## src/rtl/elevator_scheduler.sv

```systemverilog
// elevator_scheduler: SCAN collective-control scheduler issuing step commands and door dwell for a three-floor car.
module elevator_scheduler #(
  parameter int TRAVEL_CYCLES = 3,
  parameter int DOOR_CYCLES = 4
) (
  input  logic       clk,
  input  logic       reset,
  input  logic [2:0] call,
  input  logic [1:0] floor,
  output logic       up,
  output logic       down,
  output logic       door_open,
  output logic [2:0] pending,
  output logic       dir_up,
  output logic       busy
);
  typedef enum logic [1:0] {IDLE, STEP, TRAVEL, DOOR} state_t;
  localparam int MAXC = TRAVEL_CYCLES > DOOR_CYCLES ? TRAVEL_CYCLES : DOOR_CYCLES;
  localparam int CW = $clog2(MAXC + 1);
  state_t state, state_n;
  logic [CW-1:0] cnt, cnt_n, eff;
  logic [2:0] pending_n, here_m, below_m, above_m;
  logic dir_n, valid, reload, decide, go_door, ahead, behind;
  always_ff @(posedge clk)
    if (reset) begin
      state <= IDLE;
      cnt <= '0;
      pending <= '0;
      dir_up <= 1'b1;
    end else begin
      state <= state_n;
      cnt <= cnt_n;
      pending <= pending_n;
      dir_up <= dir_n;
    end
  // a current-floor call during DOOR restarts the dwell counting this cycle as its first
  always_comb begin
    valid = floor != 2'd0;
    here_m = valid ? 3'b001 << (floor - 2'd1) : 3'b000;
    below_m = here_m - 3'd1;
    above_m = ~(here_m | below_m);
    reload = state == DOOR && |(call & here_m);
    eff = reload ? CW'(DOOR_CYCLES - 1) : cnt;
    decide = state == IDLE || (state == TRAVEL && cnt == '0) || (state == DOOR && eff == '0);
    go_door = state != DOOR && |(pending & here_m);
    ahead = |(pending & (dir_up ? above_m : below_m));
    behind = |(pending & (dir_up ? below_m : above_m));
    state_n = !decide ? (state == STEP ? TRAVEL : state) :
              !valid ? IDLE : go_door ? DOOR : (ahead | behind) ? STEP : IDLE;
    dir_n = decide && valid && !go_door && !ahead && behind ? ~dir_up : dir_up;
    cnt_n = state == STEP ? CW'(TRAVEL_CYCLES - 2) :
            state != DOOR && state_n == DOOR ? CW'(DOOR_CYCLES - 1) :
            (state == TRAVEL || state == DOOR) && !decide ? eff - 1'b1 : '0;
    pending_n = (pending | (call & ~(state == DOOR ? here_m : 3'b000))) &
                ~(decide && valid && go_door ? here_m : 3'b000);
  end
  always_comb begin
    up = state == STEP && dir_up && floor != 2'd3;
    down = state == STEP && !dir_up && floor != 2'd1;
    door_open = state == DOOR;
    busy = state != IDLE;
  end
endmodule
```

## config.mk

```make
export PLATFORM = sky130hd
export DESIGN_NAME = elevator_scheduler
export DESIGN_NICKNAME = d
export VERILOG_FILES = /design/src/rtl/elevator_scheduler.sv
export SDC_FILE = /design/constraint.sdc
export NUM_CORES = 1
export LEC_CHECK = 0
export ABC_AREA = 1
export CAP_MARGIN = 20
export CORE_MARGIN = 8
export CORE_UTILIZATION = 50
export CTS_CLUSTER_DIAMETER = 50
export DETAILED_ROUTE_END_ITERATION = 10
export PLACE_DENSITY = 0.77
export SYNTH_ARGS = -nofsm -noshare
export SYNTH_HDL_FRONTEND = slang
export SYNTH_SLANG_ARGS = --single-unit
```

## constraint.sdc

```tcl
create_clock -name clk -period 3.17 [get_ports clk]
set_clock_uncertainty 0.2 [all_clocks]
set_input_delay 0.634 -clock clk [delete_from_list [all_inputs] [get_ports clk]]
set_output_delay 0.634 -clock clk [all_outputs]
set_load 0.02 [all_outputs]
```

Word-level counts from Yosys, hierarchy flattened
Index checks and enable logic that the tools add are counted.
{"block": "totals", "input_bits": 7, "wordCells": 78, "regBits": 9, "output_inout_bits": 8}
{"block": "op_classes", "shift": 1, "bitwise": 14, "add_sub_neg": 3, "eq_ne": 7, "n_reduce_logical": 33, "muxes": 14}
{"operator": "3-bit AND", "count": 6}
{"operator": "3-bit two-way mux", "count": 6}
{"operator": "1-bit logical AND", "count": 15}
{"operator": "2-bit two-way mux", "count": 6}
{"operator": "3-bit OR reduction", "count": 4}
{"operator": "3-bit inverter", "count": 3}
{"operator": "2-bit equality test (second input constant)", "count": 3}
{"operator": "3-bit logical NOT", "count": 2}
{"operator": "3-bit OR", "count": 2}
{"operator": "3-bit by 1-bit subtractor with 3-bit output (second input constant)", "count": 2}
{"operator": "1-bit logical NOT", "count": 4}
{"operator": "2-bit inequality test (second input constant)", "count": 2}
{"operator": "2-bit nonzero test", "count": 2}
{"operator": "4-bit OR reduction", "count": 1}
{"operator": "1-bit logical OR", "count": 3}
{"operator": "1-bit by 2-bit left shift with 3-bit output (first input constant)", "count": 1}
{"operator": "2-bit by 1-bit equality test with 1-bit output (second input constant)", "count": 1}
{"operator": "2-bit logical NOT", "count": 1}
{"operator": "1-bit two-way mux", "count": 2}
{"operator": "2-bit by 1-bit inequality test with 1-bit output (second input constant)", "count": 1}
{"operator": "1-bit inverter", "count": 2}
{"operator": "2-bit OR reduction", "count": 1}
{"operator": "2-bit by 1-bit subtractor with 2-bit output (second input constant)", "count": 1}
{"operator": "1-bit OR", "count": 1}

Depth between registers and ports, before layout
Gate-level depths: netlist (run 1).
{"block": "depth", "ltp_word": 18, "mapped_depth": 17, "depth_no_buf": 17}

Least setup slack after synthesis (run 1)
Ideal clock, no wire load.
{"block": "synth_path", "path_kind": "in2reg", "from": "input port floor[0]", "to": "register dir_up", "stages": 16, "slack_ns": 0.671, "arrival_ns": 2.176, "setup_ns": 0.123, "t_required_ns": 2.847, "path_cell_list": "inv_1 > ha_1 > nand2_1 > nand3_2 > nand2_2 > inv_1 > or2_1 > inv_1 > ha_1 > inv_1 > nor2_1 > nand2_4 > nand2_4 > nand2_1 > o21bai_1 > nand3_1"}
{"block": "synth_via", "elab_chain_len": 14, "elab_cells_between_ends": 29, "classes_between": "add/sub: 2; shift: 1; mux: 4; bitwise: 6; reduce/logical: 16"}
{"element": "start: declaration", "line_no": "9", "rtl": "input logic [1:0] floor,"}
{"element": "branches (longest 13 deep; another with 3-bit by 1-bit subtractor with 3-bit output)"}
{"element": "1-bit logical AND (*)", "line_no": "50", "rtl": "dir_n = decide && valid && !go_door && !ahead && behind ? ~dir_up : dir_up;"}
{"element": "end signal: assignment", "line_no": "34", "rtl": "dir_up <= dir_n;"}
{"element": "end: declaration", "line_no": "14", "rtl": "output logic dir_up,"}
Mark *: on every way between the ends.
A chain may end at the register's enable or synchronous reset.

Worst setup path after layout (run 1)
{"block": "layout_path", "from": "input port floor[1]", "to": "output port down"}
{"block": "layout_via", "elab_chain_len": 2}
{"element": "2-bit by 1-bit inequality test with 1-bit output", "line_no": "59", "rtl": "down = state == STEP && !dir_up && floor != 2'd1;"}
{"element": "1-bit logical AND", "line_no": "59"}
{"element": "end: declaration", "line_no": "11", "rtl": "output logic down,"}
Every way passes these cells.

==> results of run 1 <==
[state kept, by name, summed over array words and instances, names as in the netlist]
signal   count
pending      3
state        2
cnt          3
dir_up       1
[layer usage]
metal | track usage [%] | vias to the layer above
met4 | 6.34 | 0
met2 | 18.3 | 15
met3 | 3.88 | 7
met1 | 14.3 | 342
li1 | - | 402
met5 | 0 | -
[logic make-up (layout without fill, tap and decap cells)]
logic type / count (synthesis) / count (layout) / share of synthesized area (%)
compound gates: 12 / 12 / 10.5
buf+inv: 23 / 45 / 12.8
xor+xnor: 1 / 1 / 1.13
flops: 9 / 9 / 23.3
simple gates: 62 / 62 / 39.2
fa+ha+maj: 8 / 8 / 13.0
[cell type report]
type	count	area, sq um	share of cell area [%]
Timing Repair Buffer	19	178	18.0
Inverter	22	87.6	8.89
Multi-Input combinational cell	83	493	50.1
Clock buffer	4	26.3	2.67
Sequential cell	9	180	18.3
Tap cell	16	20.0	2.03
[report_power, final]
part	internal, W	leakage, nW	total [W]	switching, W
Combinational	0.0000768	0.405	0.000177	0.000101
Clock	0.0000487	0.0150	0.0000935	0.0000448
Sequential	0.000127	0.0744	0.000144	0.0000172
Total	0.000252	0.494	0.000415	0.000163
[cells in the mapped netlist]
library cell / count
inv_4: 2
nor2_2: 2
xor2_1: 1
o21ai_2: 1
nand3_2: 1
o21ai_1: 3
nor3_1: 4
nor2_1: 11
nand3_1: 13
nand2_1: 24
buf_6: 1
a21oi_1: 5
dfxtp_1: 9
ha_1: 8
o21bai_1: 1
o21ai_4: 1
inv_1: 20
nand2_2: 2
nand2_4: 4
a21oi_2: 1
or2_1: 1
[worst min path at each step]
stage | from | to | slack, ns | cells after the start
after floorplan | state[1] | cnt[2] | 0.34 | 2
after global placement | pending[0] | pending[0] | 0.34 | 2
after detailed placement | pending[0] | pending[0] | 0.35 | 2
after CTS | pending[0] | pending[0] | 0.37 | 2
after global routing | pending[1] | pending[1] | 0.41 | 2
final | pending[0] | pending[0] | 0.36 | 2
[per-stage QoR]
stage	instances	util, %	instance area, sq um	total power [W]	setup slack (ns)
2_1_floorplan	115	-	772	0.000270	0.671
3_3_place_gp	149	65.1	958	0.000319	0.0390
3_5_place_dp	149	65.1	958	0.000323	-0.00238
4_1_cts	153	66.9	985	0.000416	0.0770
5_1_grt	153	66.9	985	0.000449	0.00706
6_report	153	66.9	985	0.000415	0.100
[critical path, stage by stage]
cell             delay [ns]
clkdlybuf4s50_1        0.50
inv_1                  0.06
ha_1                   0.23
nor3_1                 0.18
clkdlybuf4s50_1        0.63
==> results.toml, run 1 <==
[die]
core.rowCount = 14
ios = 15
die_h_um = 55.3
coreArea_sq_um = 1470
start_util_pct = 52.5
fp.dieArea_sq_um = 3060
die_x_um = 55.3

[global_route]
grt_max_degree = 10
grt_pass1_wl_um = 3130
grt_pass1_vias = 740
grt_antenna_before_repair = 0
grt-ovfl-total = 0
grt_use_total_pct = 11.9

[critical_path]
start_kind = "primary input"
endpoint_kind = "output pin"
crit_end = "down"
rr_endpoint = "cnt[0]"
path_max_fanout = 5
r2r_cells = 14
worstPathArrival_ns = 2.24
worstSetupStartpoint = "floor[1]"
crit_type = "primary input to output pin"
timing.rr.start = "state[0]"
r2r_slack_ns = 1.10
required_ns = 2.34

[clock_network]
htreeDepth = 1
ctsHoldBuffers = 0
clk_path_buf_depth = 2
cts_tree = "done"
clock_sinks = 9
cts_resized = 0
cts_setup_buffers = 0
path_clk_slew_ns = 0.06
insertion_delay_ns = 0.27
cts_made_buffers = 3
root_buffer = "clkbuf_4"

[drt]
route.met3.wl_um = 67
dr.max_layer_used = "met4"
drt_iter0_drc = 10
dr_total_vias = 766
wl_per_cell_um = 11.2
ant_nets = 0
drt_first_pass_iters = 4
finalWirelength_um = 1710
wl_met2_um = 784
drc = 0
vias_per_cell = 5.01
wl_met1_um = 817

[sta]
hold_violations = 0
hold_ws_ns = 0.364
slew_violations = 0
final-setup-viol-count = 0
post-route-period-util_pct = 96.8
slew_headroom_pct = 76.5
final.setup.tns_ns = 0
period_minus_slack_ns = 3.07
tightest_slew_ns = 0.349
max_freq_mhz = 326
rsz0062_at_grt = "false"

[logic_synthesis]
synth_seq_area_share_pct = 23.3
yosysWarnings = 0
syn_area_per_cell_sq_um = 6.71
ys_ff_latch = 9
syn-cell-area_sq_um = 772
syn-instance-count = 115
synthTopCellsByArea = "dfxtp_1 23%, ha_1 13%, nand2_1 12%"
synth_largest_area_cell = "dfxtp_1"
synth_cell_types = 21
syn_nets = 130
netlist.area_leader.share_pct = 23.3

[finish]
n_fill_cell = 143
layout-drive-gt1-share_pct = 16.1
layout_commonest_cell = "nand2_1"
final_nets = 153
antenna_cells = 0
synthToLayoutAreaGrowth_pct = 27.6
final_cell_mix = "24 x nand2_1, 20 x inv_1, 14 x clkdlybuf4s50_1, 13 x nand3_1, 11 x nor2_1"

[job]
drv_cap = 0

[power]
leakagePower_nw = 0.494
power.density_nw_per_um2 = 421
peakVddDrop_mv = 0.324

[run_status]
status = "finished clean"

[worst_hold_path]
hp-class = "register to register"

[placement]
numPortBuffers = 14
hpwl_um = 1390
globalplace.congestion = 0.820
Note: power is estimated with default switching activity, not from simulation.
==> run 2: changes to the inputs <==
--- a/config.mk
+++ b/config.mk
@@ -13,4 +13,5 @@
 export DETAILED_ROUTE_END_ITERATION = 10
 export PLACE_DENSITY = 0.77
+export SKIP_LAST_GASP = 1
 export SYNTH_ARGS = -nofsm -noshare
 export SYNTH_HDL_FRONTEND = slang
--- a/constraint.sdc
+++ b/constraint.sdc
@@ -3,3 +3,3 @@
 set_input_delay 0.634 -clock clk [delete_from_list [all_inputs] [get_ports clk]]
 set_output_delay 0.634 -clock clk [all_outputs]
-set_load 0.02 [all_outputs]
+set_load 0.01 [all_outputs]
==> results.toml, run 2 (synthesis results as in run 1) <==
[run_status]
status = "finished clean"

[finish]
reg_top3 = "cnt: 3 flops, pending: 3 flops, state: 2 flops"
synthToLayoutAreaGrowth_pct = 28.5
layout-drive-gt1-share_pct = 16.7
layout_commonest_cell = "nand2_1"
antenna_cells = 0
final_nets = 154
final_cell_mix = "24 x nand2_1, 20 x inv_1, 14 x clkdlybuf4s50_1, 13 x nand3_1, 11 x nor2_1"

[die]
start_util_pct = 52.5
coreArea_sq_um = 1470
fp.dieArea_sq_um = 3060
die_h_um = 55.3
core.rowCount = 14
ios = 15
die_x_um = 55.3

[critical_path]
path_max_fanout = 3
required_ns = 2.34
start_kind = "primary input"
crit_type = "primary input to output pin"
worstPathArrival_ns = 2.21
endpoint_kind = "output pin"

[drt]
drt_iter0_drc = 31
ant_nets = 0
vias_per_cell = 5.15
drc = 0
finalWirelength_um = 1840
wl_per_cell_um = 11.9
dr_total_vias = 793
drt_first_pass_iters = 4

[placement]
hpwl_um = 1530
pre_cts_ws_ns = 0.0190
globalplace.congestion = 0.906
numPortBuffers = 14

[power]
seqPwrFrac_pct = 35.3
power.density_nw_per_um2 = 412
p_comb_share_pct = 41.8
switching_power_w = 0.000156
peakVddDrop_mv = 0.241
power_frac_clock_pct = 23.0
p_sw_share_pct = 38.1
leakagePower_nw = 0.499
p_int_w = 0.000253

[global_route]
grt_antenna_before_repair = 0
grt_use_total_pct = 11.5
grt_pass1_vias = 775
grt_pass1_wl_um = 3100
grt_max_degree = 10
grt-ovfl-total = 0

[clock_network]
cts_setup_buffers = 0
root_buffer = "clkbuf_4"
htreeDepth = 1
clk_path_buf_depth = 2
cts_tree = "done"
insertion_delay_ns = 0.27
clock_sinks = 9
path_clk_slew_ns = 0.06
cts_resized = 0
cts_made_buffers = 3
ctsHoldBuffers = 0

[sta]
rsz0062_at_grt = "false"
max_freq_mhz = 329
hold_violations = 0
layout_setup_ws_ns = 0.128
slew_headroom_pct = 74.4
final.setup.tns_ns = 0
period_minus_slack_ns = 3.04
final-setup-viol-count = 0
slew_violations = 0
tightest_slew_ns = 0.384
post-route-period-util_pct = 96.0

[job]
drv_cap = 0

[worst_hold_path]
hp-class = "register to register"
-- run 2: cell count changes in the layout (fill, tap and decap cells not counted) --
cell | before | now
buf_4 | 5 | 6
-- run 2: path summary, 6_finish.rpt --
check	start	to	slack (ns)	depth (start not counted)
hold / removal	pending[0]	pending[0]	0.37	2
setup reg to reg	state[0]	pending[0]	1.13	14
hold reg to reg	pending[0]	pending[0]	0.37	2
setup / recovery	floor[1]	down	0.13	5
-- run 2: per-stage QoR --
| stage | cells | hold WS (ns) | power (W) | instance area, sq um | utilization [%] |
|---|---|---|---|---|---|
| global placement | 150 | 0.354 | 0.000311 | 966 | 65.6 |
| global route | 154 | 0.403 | 0.000435 | 992 | 67.4 |
| finish | 154 | 0.369 | 0.000409 | 992 | 67.4 |
| floorplan | 115 | 0.341 | 0.000261 | 772 | - |
| detailed placement | 150 | 0.359 | 0.000317 | 966 | 65.6 |
| CTS | 154 | 0.374 | 0.000409 | 992 | 67.4 |
-- run 2: critical path, cell delays in order --
cell and delay, ns:
clkdlybuf4s50_1 0.50, inv_1 0.07, ha_1 0.22, nor3_1 0.21, clkdlybuf4s50_1 0.57
-- run 2: power groups by stage --
stage / Combinational [W] / Clock, W / Sequential, W
after global routing: 0.000190 / 0.0000992 / 0.000146
after CTS: 0.000172 / 0.0000934 / 0.000144
after detailed placement: 0.000171 / 0 / 0.000146
after floorplan: 0.000120 / 0 / 0.000141
after global placement: 0.000166 / 0 / 0.000145
final: 0.000171 / 0.0000938 / 0.000144
-- run 2: area by class of cell --
class / instances / area, sq um
multi-input cells: 83 / 493
fillers: 132 / 479
repair buffers: 20 / 185
flip-flops and latches: 9 / 180
inverters: 22 / 87.6
clock buffers: 4 / 26.3
well taps: 16 / 20.0
-- run 2: metal layers --
metal	vias up	part of all wire, %	track usage (%)	wire length, um
met4	0	0.92	2.11	17
met2	25	48	20.8	881
li1	404	-	-	-
met3	4	7.2	4.79	133
met5	-	0	0	0
met1	360	44	12.2	808
